===== src/rtl/flit_ejector.sv =====
// Ejection-side network interface: checks head/body/tail framing on the router's
// local output, reassembles each packet into one wide word and hands it to the core.
module flit_ejector #(
    parameter int N             = 2,
    parameter int INDEX         = 0,
    parameter int DATA_WIDTH    = 32,
    parameter int TYPE_WIDTH    = 2,
    parameter int FlitPerPacket = 6,
    parameter int ERR_W         = 8
) (
    input  logic                                                clk,
    input  logic                                                rst,
    input  logic [DATA_WIDTH-1:0]                               flit_in,
    input  logic                                                flit_valid,
    output logic                                                flit_ready,
    output logic [FlitPerPacket*(DATA_WIDTH-TYPE_WIDTH)-1:0]    pkt_data,
    output logic                                                pkt_valid,
    input  logic                                                pkt_ready,
    output logic                                                pkt_misrouted,
    output logic                                                err_pulse,
    output logic [ERR_W-1:0]                                    err_count
);
    localparam int PW     = DATA_WIDTH - TYPE_WIDTH;
    localparam int DEST_W = ($clog2(N) > 1) ? $clog2(N) : 1;
    localparam int CNT_W  = $clog2(FlitPerPacket);

    localparam logic [TYPE_WIDTH-1:0] T_HEAD = TYPE_WIDTH'(1);
    localparam logic [TYPE_WIDTH-1:0] T_BODY = TYPE_WIDTH'(2);
    localparam logic [TYPE_WIDTH-1:0] T_TAIL = TYPE_WIDTH'(3);

    typedef enum logic [1:0] {IDLE, BODY, TAIL, HOLD} state_t;

    state_t                       state, state_nxt;
    logic [CNT_W-1:0]             cnt, cnt_nxt, cnt_inc;
    logic [FlitPerPacket-1:0][PW-1:0] words;
    logic                         wr_en, mis_ld, err, mis, rdy_en, accept;
    logic [CNT_W-1:0]             wr_idx;
    logic [TYPE_WIDTH-1:0]        ftype;

    assign ftype   = flit_in[DATA_WIDTH-1 -: TYPE_WIDTH];
    // rdy_en keeps flit_ready low until the first edge after reset release
    assign flit_ready    = rdy_en && (state != HOLD);
    assign accept        = flit_valid && flit_ready;
    assign cnt_inc       = cnt + 1'b1;
    assign pkt_valid     = (state == HOLD);
    assign pkt_data      = words;
    assign pkt_misrouted = mis;

    always_comb begin
        state_nxt = state;
        cnt_nxt   = cnt;
        err       = 1'b0;
        wr_en     = 1'b0;
        wr_idx    = '0;
        mis_ld    = 1'b0;
        if (state == HOLD) begin
            if (pkt_ready) state_nxt = IDLE;
        end else if (accept) begin
            if (ftype == T_HEAD) begin
                // a head always (re)starts a packet; mid-packet it is also an error
                err       = (state != IDLE);
                wr_en     = 1'b1;
                mis_ld    = 1'b1;
                cnt_nxt   = '0;
                state_nxt = BODY;
            end else if (ftype == T_BODY) begin
                if (state == BODY) begin
                    wr_en   = 1'b1;
                    wr_idx  = cnt_inc;
                    cnt_nxt = cnt_inc;
                    if (cnt_inc == CNT_W'(FlitPerPacket - 2)) state_nxt = TAIL;
                end else begin
                    err       = 1'b1;
                    state_nxt = IDLE;
                end
            end else if (ftype == T_TAIL) begin
                if (state == TAIL) begin
                    wr_en     = 1'b1;
                    wr_idx    = CNT_W'(FlitPerPacket - 1);
                    state_nxt = HOLD;
                end else begin
                    err       = 1'b1;
                    state_nxt = IDLE;
                end
            end else begin
                err = 1'b1;
            end
        end
    end

    always_ff @(posedge clk or negedge rst) begin
        if (!rst) begin
            state     <= IDLE;
            cnt       <= '0;
            rdy_en    <= 1'b0;
            err_pulse <= 1'b0;
            err_count <= '0;
            mis       <= 1'b0;
            words     <= '0;
        end else begin
            state     <= state_nxt;
            cnt       <= cnt_nxt;
            rdy_en    <= 1'b1;
            err_pulse <= err;
            if (err && (err_count != {ERR_W{1'b1}})) err_count <= err_count + 1'b1;
            if (mis_ld) mis <= (flit_in[DEST_W-1:0] != DEST_W'(INDEX));
            if (wr_en) words[wr_idx] <= flit_in[PW-1:0];
        end
    end
endmodule


===== config.mk =====
export PLATFORM = sky130hd
export DESIGN_NAME = flit_ejector
export DESIGN_NICKNAME = d
export VERILOG_FILES = /design/src/rtl/flit_ejector.sv
export SDC_FILE = /design/constraint.sdc
export NUM_CORES = 1
export LEC_CHECK = 0
export CAP_MARGIN = 15
export CELL_PAD_IN_SITES_DETAIL_PLACEMENT = 1
export CELL_PAD_IN_SITES_GLOBAL_PLACEMENT = 2
export CORE_ASPECT_RATIO = 0.6
export CORE_MARGIN = 1
export CORE_UTILIZATION = 30
export DETAILED_ROUTE_END_ITERATION = 12
export GPL_TIMING_DRIVEN = 1
export PLACE_DENSITY_LB_ADDON = 0.1
export SYNTH_ARGS = -nofsm -noshare
export SYNTH_HDL_FRONTEND = slang
export SYNTH_SLANG_ARGS = --single-unit

===== constraint.sdc =====
create_clock -name clk -period 4.7 [get_ports clk]
set_input_delay 0.94 -clock clk [delete_from_list [all_inputs] [get_ports clk]]
set_output_delay 0.94 -clock clk [all_outputs]
set_load 0.01 [all_outputs]

Yosys cells after proc, flatten, opt, wreduce, memory -nomap -nowiden
Cells that the tools add are included.
- multiplexer cells: 39
- reductions and logical operators: 11
- add/sub/neg operators: 2
- bitwise operators: 1
- equal/unequal tests: 11
- order comparisons: 2
- operators with widths (operator ; count):
    $bwmux 180 ; 1
    $demux 30 s3 ; 1
    $mux 3 ; 10
    $mux 30 ; 1
    $mux 2 ; 9
    $mux 1 ; 17
    $add 8x1->8 const B ; 1
    $eq 2x2->1 const B ; 4
    $ne 8x8->1 const B ; 1
    $reduce_and 4->1 ; 2
    $reduce_bool 2->1 ; 4
    $ne 5x4->1 const B ; 1
    $eq 2x1->1 const B ; 2
    $logic_and 1x1->1 ; 4
    $lt 3x4->1 const B ; 1
    $reduce_bool 4->1 ; 1
    $add 3x1->3 const B ; 1
    $eq 3x3->1 const B ; 1
    $ge 3x1->1 const B ; 1
    $ne 2x1->1 const B ; 1
    $ne 2x2->1 const B ; 1
    $not 1->1 ; 1
- bits in registers: 196
- output and inout bits: 192
- bits of input ports: 36
- logic and storage cells: 78

Depth between registers and ports, before layout
- depth in word-level cells: 12
- depth in mapped cells: 9
- depth with buffers taken out: 7

Least setup slack after synthesis
No wires, ideal clock.
- path type: input to register
- start point: input port flit_in[30]
- end point: register err_count[1]
- arrival time: 2400 ps
- cell stages on the path: 8
- required time: 4572 ps
- path buffers: 1
- path slack: 2172 ps
- cells stage by stage: inv_1 ha_1 buf_4 nand2_2 a21oi_1 a211oi_4 and2_1 mux2_1
- cells in the longest elaborated chain, start to end: 7
- elaborated cells on any way between the ends: 9
- RTL lines (item ; line ; text):
    start: declaration ; 13 ; input logic [DATA_WIDTH-1:0] flit_in,
    $eq 2x2->1 ; 76 ; end else if (ftype == T_TAIL) begin
    $mux 1 ; 76 ;
    $mux 1 ; 66 ; end else if (ftype == T_BODY) begin
    $mux 1 * ; 59 ; if (ftype == T_HEAD) begin
    $mux 1 * ; 58 ; end else if (accept) begin
    $mux 1 * ; 56 ; if (state == HOLD) begin
    named net err ; 36 ; logic wr_en, mis_ld, err, mis, rdy_en, accept;
    $logic_and 1x1->1 * ; 105 ; if (err && (err_count != {ERR_W{1'b1}})) err_count <= err_count + 1'b1;
    end signal: assignment ; 105 ;
    end: declaration ; 21 ; output logic [ERR_W-1:0] err_count
The timed path passes the listed nets; every way through them passes the cells marked *.
A chain may end at the register's enable or synchronous reset.

Worst setup path after layout
- start point: input port flit_in[30]
- end point: register words (netlist bit pkt_data[75])
- cells in the longest elaborated chain, start to end: 11
- elaborated cells on any way between the ends: 19
- RTL lines (item ; line ; text):
    $eq 2x2->1 ; 76 ;
    $mux 3 ; 76 ;
    $mux 3 ; 66 ;
    $mux 3 ; 59 ;
    $mux 3 ; 58 ;
    $mux 3 ; 56 ;
    $lt 3x4->1 (not written as such) / $ge 3x1->1 (equally long branches) ; 107 ; if (wr_en) words[wr_idx] <= flit_in[PW-1:0];
    $logic_and 1x1->1 (not written as such) ; 107 ;
    $mux 30 (not written as such) ; 107 ;
    $demux 30 s3 ; 107 ;
    $bwmux 180 ; 107 ;
    end signal: indexed assignment ; 107 ;
    end: declaration ; 35 ; logic [FlitPerPacket-1:0][PW-1:0] words;
Several ways; a longest one is shown, not always the timed one.

==> reports/qor.yml <==
status: "finished, final reports clean"
cts-root-buf: "clkbuf_16"
port_buffers: 227
max-slew-margin-rel: 0.3736
power_mw: 5.903
grt_max_degree: 114
synth_seq_cells: 196
startpoint_type: "primary input"
critical_path.max_stage_delay_ns: 0.53
synth_nets: 527
antenna_found_initial: 1
cp_top_family: "simple AND/OR/NAND/NOR gates"
ir_worst_vdd_v: 0.0002477
final-setup-viol-count: 0
grt_pass1_wl_um: 34450
post-cts-setup-buffers: 0
netlist_area_um2: 7702
min_delay_worst_endpoint: "pkt_data[109]"
areaGrowthSynthToFinish_pct: 42.02
required_ns: 5.01
drt_iter0_markers: 118
routedWlPerCell_um: 20.60
cts-resized-gates: 0
cts_tree: "built"
period_minus_slack_ns: 3.401
gp_congestion: 0.7736
critPathMaxFanout: 17
power.density_nw_per_um2: 539.6
diodes: 0
reg2reg_slack_ns: 2.05
ios: 228
synthFlopType: "dfrtp_1"
track_usage: 0.1727
hp-start: "pkt_data[109]"
path_class: "primary input to flop"
cp.depth: 9
die_h_um: 126.1
drive_above_1_share: 0.2777
cp-end-kind: "flop"
dp_hpwl_um: 15270
ys_warn_count: 0
rows: 44
path_buf_inv: 3
p_leak_nw: 4.989
dieWidth_um: 208.9
fin_skew_ns: 0.01080
finalCritPeriodShare: 0.7237
die-area_um2: 26340
r2r_cells: 6
maxCapViolCount: 0
drtPass1Iterations: 4
numCtsBuffers: 17
core-area_um2: 24660
ant_nets: 0
layout_common_cells: "clkdlybuf4s50_1 (226), dfrtp_1 (196), mux2_2 (149)"
ys_async_sr_fraction: 1.000
cp_slowest_cell: "nor2_4"
cts_hold_buf: 0
layout.nets: 760
clkTransAtPathRegs_ns: 0.07
tns_ns: 0
synth_edf_count: 0
htreeDepth: 4
ys_seq_area_frac: 0.6368
clock-sinks: 196
final_common_cell: "clkdlybuf4s50_1"
start_util: 0.3123
grt_pass1_vias: 5636
netlist_instances: 485
grt_setup_unrepaired: "false"
synth_cell_type_count: 40
cp.arrival_ns: 3.71
hold_viol: 0
via_per_inst: 4.659
via_count: 4906
drc: 0
syn_area_per_cell_um2: 15.88
crit_chain: "clkdlybuf4s50_1, inv_1, ha_1, nand3b_4, nor3_2, nand3_1, nor2_4, buf_4, mux2_2"
clock.fmax_ghz: 0.2940
hold_path_class: "flop to flop"
hold_depth: 1
tightest_slew_ns: 0.9396
gr-total-overflow: 0
cts_buffer_depth: 2
r2r_end: "pkt_data[37]"
slew_violations: 0
insertion_delay_ns: 0.43
regToRegStartpoint: "state[0]"
drt-total-wl_um: 21690
[Yosys cell counts (2+ instances only)]
master / n / share of area
dfrtp_1: 196 / 0.64
mux2_2: 149 / 0.22
mux2_1: 34 / 0.050
inv_1: 9 / 0.0044
a21oi_1: 8 / 0.0052
buf_2: 8 / 0.0052
buf_4: 8 / 0.0078
nor2_1: 7 / 0.0034
buf_6: 6 / 0.0088
ha_1: 6 / 0.0097
nand2_1: 6 / 0.0029
nand3_1: 5 / 0.0032
a31oi_1: 4 / 0.0032
and3_1: 4 / 0.0032
o21ai_0: 3 / 0.0019
o22ai_1: 3 / 0.0024
and2_1: 2 / 0.0016
nand2_2: 2 / 0.0016
nand2b_1: 2 / 0.0016
nand4_1: 2 / 0.0016
xnor2_1: 2 / 0.0023
[worst max-delay path by stage]
stage | endpoint | from | slack [ns]
6_report | pkt_data[75] | flit_in[30] | 1.30
5_1_grt | pkt_data[75] | flit_in[30] | 1.10
4_1_cts | pkt_data[75] | flit_in[30] | 1.27
3_5_place_dp | pkt_data[81] | flit_in[30] | 0.81
3_3_place_gp | pkt_data[70] | flit_in[30] | 0.90
2_1_floorplan | err_count[1] | flit_in[30] | 2.17
[layout make-up]
| type | instances | area [um^2] |
|---|---|---|
| Sequential cell | 196 | 4905 |
| Timing Repair Buffer | 236 | 2369 |
| Inverter | 9 | 33.78 |
| Tap cell | 322 | 402.9 |
| Clock buffer | 18 | 429.2 |
| Multi-Input combinational cell | 258 | 2623 |
| Clock inverter | 14 | 177.7 |
| Fill cell | 2443 | 13720 |
[logic make-up (layout without fill, tap and decap cells)]
logic type | Yosys count | after routing | share of synthesized area
DFF | 196 | 196 | 0.6368
muxes | 183 | 183 | 0.2675
and+or+nand+nor | 39 | 39 | 0.03249
buffers and inverters | 31 | 277 | 0.02615
AOI/OAI and AO/OA | 26 | 26 | 0.02339
adders and majority gates | 6 | 6 | 0.009746
xor gates and xnor gates | 3 | 3 | 0.003412
other | 1 | 1 | 0.0004869
[state kept, by name, indices dropped and copies added (netlist names)]
| name | cells |
|---|---|
| cnt | 3 |
| pkt_misrouted | 1 |
| state | 2 |
| err_pulse | 1 |
| pkt_data | 180 |
| err_count | 8 |
| rdy_en | 1 |
[metal layers]
| layer | wire length [um] | global-route usage | up-vias | share of wire |
|---|---|---|---|---|
| met1 | 9709 | 0.2184 | 2566 | 0.45 |
| met2 | 9902 | 0.2686 | 114 | 0.46 |
| met5 | 13 | 0 | - | 0.00060 |
| met3 | 1825 | 0.08005 | 15 | 0.084 |
| li1 | - | - | 2209 | - |
| met4 | 240 | 0.03936 | 2 | 0.011 |
[per-stage QoR]
| step | area, um^2 | util | worst slack [ns] | std cells | hold slack [ns] |
|---|---|---|---|---|---|
| 6_report | 10940 | 0.4435 | 1.299 | 1053 | 0.4908 |
| 5_1_grt | 10940 | 0.4435 | 1.096 | 1053 | 0.5110 |
| 4_1_cts | 10940 | 0.4435 | 1.267 | 1053 | 0.4943 |
| 3_5_place_dp | 10330 | 0.4189 | 0.8072 | 1021 | 0.4784 |
| 3_3_place_gp | 10330 | 0.4189 | 0.9035 | 1021 | 0.4686 |
| 2_1_floorplan | 7702 | - | 2.172 | 485 | 0.4750 |
[report_power, final]
part	switching (mW)	leakage [nW]	internal, mW
Clock	0.673	0.289	0.847
Sequential	0.292	2.60	2.16
Combinational	0.776	2.10	1.16
Note: power is estimated with default switching activity, not from simulation.
==> patch 1 (same flow settings) <==
The parameter `ERR_W` goes from 8 to 12.
--- a/src/rtl/flit_ejector.sv
+++ b/src/rtl/flit_ejector.sv
@@ -6,7 +6,7 @@
     parameter int DATA_WIDTH    = 32,
     parameter int TYPE_WIDTH    = 2,
     parameter int FlitPerPacket = 6,
-    parameter int ERR_W         = 8
+    parameter int ERR_W         = 12
 ) (
     input  logic                                                clk,
     input  logic                                                rst,
Interface: changed (resized err_count); port bits go from 228 to 232. No check against the original RTL was run, so the function may have changed too.
==> patch 1 against the unedited design <==
  * Setup slack gained 0.25 ns
  * Routed wire length grew 5.1%
  * Area after synthesis grew 3.9%
  * Clock skew shrank 0.0036 ns
  * Total power shrank 5.9%
  * Sequential cell count grew 4
  * Final area grew 3.0%
==> patch 1: results (changes against the unedited design) <==
| Metric | Value |
|---|---|
| Met2 GRT Util | `0.2516 (-0.01705)` |
| Crit-path slowest cell | `or3_4` |
| First-pass GRT wire length | `35.71 mm (+3.6%)` |
| Synth top cells by count | `dfrtp_1, mux2_2, mux2_4, nand2_1, buf_2` |
| Max stage delay on crit path | `0.65 ns (+0.12 ns)` |
| Met3 wire length | `1.484 mm (-19%)` |
| Leak | `5.231 nW (+4.9%)` |
| Pin count of the biggest net entering global routing | `109 (-4.4%)` |
| Hold Path End | `pkt_data[121]$_DFFE_PN0P_` |
| Routed met2 length | `9.675 mm (-2.3%)` |
| Crit-path max FO | `30 (+13)` |
| Filler cell count | `2607 (+6.7%)` |
| Clock-pin slew on the worst setup and hold paths | `0.07 ns (about the same)` |
| Clk root buf | `clkbuf_16` |
| M1 wire length | `11.38 mm (+17%)` |
| Initial DRC count | `177 (+50%)` |
| Ys async rst share | `1.000 (unchanged)` |
| Worst Tran Pin Value | `0.8735 ns (-0.06612 ns)` |
| Reg2Reg Capture Point | `pkt_data[141]$_DFFE_PN0P_` |
| Reg2reg setup slack | `2.06 ns` |
| Worst min path class | `reg2reg` |
| Hold-critical path depth | `1 (unchanged)` |
| Worst endpoint data arrival time | `3.48 ns (-0.23 ns)` |
| WL/cell | `20.54 um (-0.29%)` |
| Synthesized net count | `553 (+4.9%)` |
| Ratio of cells with drive above 1 in the final layout | `0.2902 (+0.01254)` |
| Final setup skew | `0.007217 ns (-0.003584 ns)` |
| Setup bufs post-CTS | `0 (unchanged)` |
| Vias in the first global route | `5614 (-0.39%)` |
| Worst min-delay path startpoint | `pkt_data[121]$_DFFE_PN0P_` |
| Clock tree buffer depth | `2 (unchanged)` |
| Worst VDD drop | `228.7 uV (-7.7%)` |
| Nets | `789 (+3.8%)` |
| DP Wirelength | `16.02 mm (+4.9%)` |
| Status | `complete, no violations` |
| Vias | `5053 (+3.0%)` |
| Worst reg2reg path depth | `5 (-1)` |
| Distinct cell type count after synthesis | `43 (+7.5%)` |
| Most area-consuming cells after synthesis | `dfrtp_1, mux2_2, mux2_4` |
| Antenna violations before repair | `0 (-1)` |
| Sequential share of the synthesized area | `0.6253 (-0.01148)` |
| Grt met1 use | `0.2535 (+0.03509)` |
| Total track usage | `0.1778 (+0.005125)` |
| GP Congestion | `0.7918 (+2.4%)` |
| PortBufs | `231 (+1.8%)` |
| Max reg flops | `180 (unchanged)` |
| Highest routed layer | `met4` |
| Met3 Track Usage GR | `0.06371 (-0.01634)` |
-- patch 1: cell count changes after synthesis, moves of 4 or more --
cell     change
mux2_4      +30
nor3_1       +5
mux2_1      -29
buf_4        -8
a21oi_1      -6
nand2_1     +11
dfrtp_1      +4
buf_2        +7
xor2_1       +6
-- patch 1: how the worst max path moves through the flow --
stage                start                        end  slack [ns]  cells past startpoint
2_1_floorplan  flit_in[30]  pkt_data[100]$_DFFE_PN0P_        2.05                      8
3_3_place_gp   flit_in[30]   pkt_data[98]$_DFFE_PN0P_        1.20                      8
3_5_place_dp   flit_in[30]  pkt_data[108]$_DFFE_PN0P_        1.08                      8
4_1_cts        flit_in[30]  pkt_data[107]$_DFFE_PN0P_        1.56                      8
5_1_grt        flit_in[30]  pkt_data[107]$_DFFE_PN0P_        1.42                      8
6_report       flit_in[30]   pkt_data[90]$_DFFE_PN0P_        1.55                      8
-- patch 1: cells by family after synthesis --
group / count (synthesis) / synth area share
xor+xnor: 12 / 0.01313
fa+ha+maj: 6 / 0.009379
buf+inv: 28 / 0.02110
other cells: 1 / 0.0004685
compound gates: 21 / 0.01720
mux: 183 / 0.2712
flops: 200 / 0.6253
simple gates: 60 / 0.04221
-- patch 1: stage by stage --
step | util | std cells | cell area, sq um | worst slack (ns) | hold WS, ns
after CTS | 0.4380 | 1110 | 11270 | 1.562 | 0.5016
after floorplan | - | 511 | 8004 | 2.050 | 0.4655
after global placement | 0.4169 | 1080 | 10730 | 1.197 | 0.4783
after detailed placement | 0.4169 | 1080 | 10730 | 1.077 | 0.4853
final | 0.4380 | 1110 | 11270 | 1.546 | 0.4976
after global routing | 0.4380 | 1110 | 11270 | 1.420 | 0.5167
-- patch 1: power breakdown --
part | internal [mW] | leakage, nW | switching, mW | total [mW]
clock network | 0.743 | 0.269 | 0.638 | 1.38
logic | 1.06 | 2.29 | 0.706 | 1.77
registers | 2.14 | 2.67 | 0.262 | 2.41
total | 3.95 | 5.23 | 1.61 | 5.56
-- patch 1: critical path, delay by kind of cell --
family | cells | cell delay, ns
simple gates | 3 | 1.09
buf+inv | 2 | 0.58
mux | 1 | 0.39
fa+ha+maj | 1 | 0.29
compound gates | 1 | 0.13
-- patch 1: layout make-up --
| cell class | count | area, sq um | share of cell area |
|---|---|---|---|
| Timing Repair Buffer | 239 | 2401 | 0.2131 |
| Clock inverter | 6 | 40.04 | 0.003553 |
| Clock buffer | 24 | 501.7 | 0.04452 |
| Multi-Input combinational cell | 283 | 2859 | 0.2537 |
| Tap cell | 352 | 440.4 | 0.03908 |
| Sequential cell | 200 | 5005 | 0.4441 |
| Inverter | 6 | 22.52 | 0.001998 |
==> patch 2 (config.mk and constraints unchanged) <==
Without the edit above. Register the output `err_count` once more, cleared by the reset; this adds one clock of latency there. The other outputs are not delayed to match.
--- a/src/rtl/flit_ejector.sv
+++ b/src/rtl/flit_ejector.sv
@@ -29,6 +29,8 @@
     localparam logic [TYPE_WIDTH-1:0] T_TAIL = TYPE_WIDTH'(3);
 
     typedef enum logic [1:0] {IDLE, BODY, TAIL, HOLD} state_t;
+
+    logic [ERR_W-1:0] err_count_s0;
 
     state_t                       state, state_nxt;
     logic [CNT_W-1:0]             cnt, cnt_nxt, cnt_inc;
@@ -94,7 +96,7 @@
             cnt       <= '0;
             rdy_en    <= 1'b0;
             err_pulse <= 1'b0;
-            err_count <= '0;
+            err_count_s0 <= '0;
             mis       <= 1'b0;
             words     <= '0;
         end else begin
@@ -102,10 +104,18 @@
             cnt       <= cnt_nxt;
             rdy_en    <= 1'b1;
             err_pulse <= err;
-            if (err && (err_count != {ERR_W{1'b1}})) err_count <= err_count + 1'b1;
+            if (err && (err_count_s0 != {ERR_W{1'b1}})) err_count_s0 <= err_count_s0 + 1'b1;
             if (mis_ld) mis <= (flit_in[DEST_W-1:0] != DEST_W'(INDEX));
             if (wr_en) words[wr_idx] <= flit_in[PW-1:0];
         end
     end
+    always_ff @(posedge clk or negedge rst) begin
+        if (!rst) begin
+            err_count <= '0;
+        end else begin
+            err_count <= err_count_s0;
+        end
+    end
+
 endmodule
 
Check against the original RTL: not equivalent (Yosys sat finds a counterexample within 4 cycles, from zero or initial values and one cycle with rst low).
==> patch 2 against the unedited design <==
  * Die area grew 3.4%
  * Area after synthesis grew 3.5%
  * Setup slack gained 0.020 ns
  * Fmax grew 0.59%
  * Final area grew 3.4%
  * Routed wire length grew 3.3%
  * Count of clock-buffer cells in the layout grew 8
  * Total power grew 2.8%
  * Clock skew grew 0.0083 ns
  * Sequential cell count grew 8
  * Synthesized cell count grew 2.1%
  * Largest cell class unchanged
  * Largest power group unchanged
==> patch 2: results (changes against the unedited design) <==
| Metric | Value |
|---|---|
| Status | `complete, no violations` |
| Most area-consuming cells after synthesis | `dfrtp_1, mux2_2, mux2_1` |
| Initial DRC count | `164 (+39%)` |
| First-pass GRT wire length | `35.31 mm (+2.5%)` |
| Hold Path End | `err_count[7]$_DFF_PN0_` |
| Worst VDD drop | `315.3 uV (+27%)` |
| GP Congestion | `0.7981 (+3.2%)` |
| Worst endpoint data arrival time | `3.77 ns (+0.06 ns)` |
| Filler cell count | `2594 (+6.2%)` |
| Worst reg2reg path depth | `7 (+1)` |
| Pin count of the biggest net entering global routing | `106 (-7.0%)` |
| Non-filler instance count after layout | `1094 (+3.9%)` |
| Reg2reg setup slack | `1.63 ns (-0.42 ns)` |
| Nets | `773 (+1.7%)` |
| Total track usage | `0.1715 (-0.001198)` |
| DR vias/cell | `4.555 (-2.2%)` |
| WL/cell | `20.49 um (-0.54%)` |
| Sequential Area | `5105 sq um (+4.1%)` |
| Clock tree buffer depth | `3 (+1)` |
| Worst min-delay path startpoint | `err_count_s0[7]$_DFFE_PN0P_` |
| Worst slew margin | `0.3790 (+0.005359)` |
| Sequential share of the synthesized area | `0.6404 (+0.003625)` |
| Antenna violations before repair | `0 (-1)` |
| DP Wirelength | `15.35 mm (+0.53%)` |
| Distinct cell type count after synthesis | `43 (+7.5%)` |
| Reg2Reg Capture Point | `pkt_data[149]$_DFFE_PN0P_` |
| CTS H-tree depth | `1 (-3)` |
| Hold-critical path depth | `0 (-1)` |
| CTS buffer count | `21 (+4)` |
| Vias in the first global route | `5660 (+0.43%)` |
| Syn Inst Count | `495 (+2.1%)` |
| Synthesized net count | `537 (+1.9%)` |
| Ratio of cells with drive above 1 in the final layout | `0.2534 (-0.02433)` |
patch 2: cell types whose count changed after synthesis, sizes merged, moves of 3 or more:
cell	delta
a21oi	-8
dfrtp	+8
xor2	+6
nor3	+5
a31oi	-4
nand2	+4
and3	-3
nand4bb	+3
nor2	-3
patch 2: metal layers:
layer / GRT usage / wire length, um / vias to the layer above
met5: 0 / 0 / -
met4: 0.02878 / 256 / 0
met3: 0.07055 / 1901 / 22
met2: 0.2566 / 9866 / 118
met1: 0.2345 / 10390 / 2614
li1: - / - / 2229
patch 2: power breakdown:
part / total, mW / internal, mW / switching, mW
combinational: 1.94 / 1.18 / 0.755
clock: 1.60 / 0.917 / 0.685
sequential: 2.53 / 2.24 / 0.294
total: 6.07 / 4.34 / 1.73
patch 2: how the worst max path moves through the flow:
stage | startpoint | to | cells past startpoint
floorplan | flit_in[30] | pkt_data[120]$_DFFE_PN0P_ | 8
global placement | flit_in[30] | pkt_data[145]$_DFFE_PN0P_ | 8
detailed placement | flit_in[30] | pkt_data[126]$_DFFE_PN0P_ | 8
CTS | flit_in[30] | pkt_data[149]$_DFFE_PN0P_ | 8
global route | flit_in[30] | pkt_data[176]$_DFFE_PN0P_ | 7
finish | flit_in[30] | pkt_data[149]$_DFFE_PN0P_ | 8
patch 2: cell families (layout without fill, tap and decap cells):
kind of cell | after synthesis | in the layout | synth area share
AOI/OAI and AO/OA | 17 | 17 | 0.01742
xor gates and xnor gates | 7 | 7 | 0.007691
adders and majority gates | 6 | 6 | 0.009417
buffers and inverters | 29 | 276 | 0.02025
DFF | 204 | 204 | 0.6404
muxes | 184 | 184 | 0.2648
other | 1 | 1 | 0.0004704
and+or+nand+nor | 47 | 47 | 0.03955
patch 2: area by class of cell:
type / instances / share of cell area
Clock buffer: 26 / 0.05076
Timing Repair Buffer: 233 / 0.2096
Multi-Input combinational cell: 262 / 0.2405
Inverter: 9 / 0.002986
Sequential cell: 204 / 0.4512
Clock inverter: 8 / 0.006082
Tap cell: 352 / 0.03893
patch 2: worst max-delay path: stages:
cell and delay (ns):
clkdlybuf4s50_1 0.52, inv_1 0.06, ha_1 0.36, nand4bb_4 0.32, a2111oi_4 0.37, nand3_2 0.45
buf_4 0.39, mux2_1 0.33
patch 2: per-stage QoR:
step | worst slack (ns) | hold slack [ns]
global placement | 0.8036 | 0.4082
floorplan | 2.089 | 0.3866
CTS | 1.302 | 0.4301
finish | 1.319 | 0.4271
detailed placement | 0.7651 | 0.4149
global route | 1.158 | 0.4511
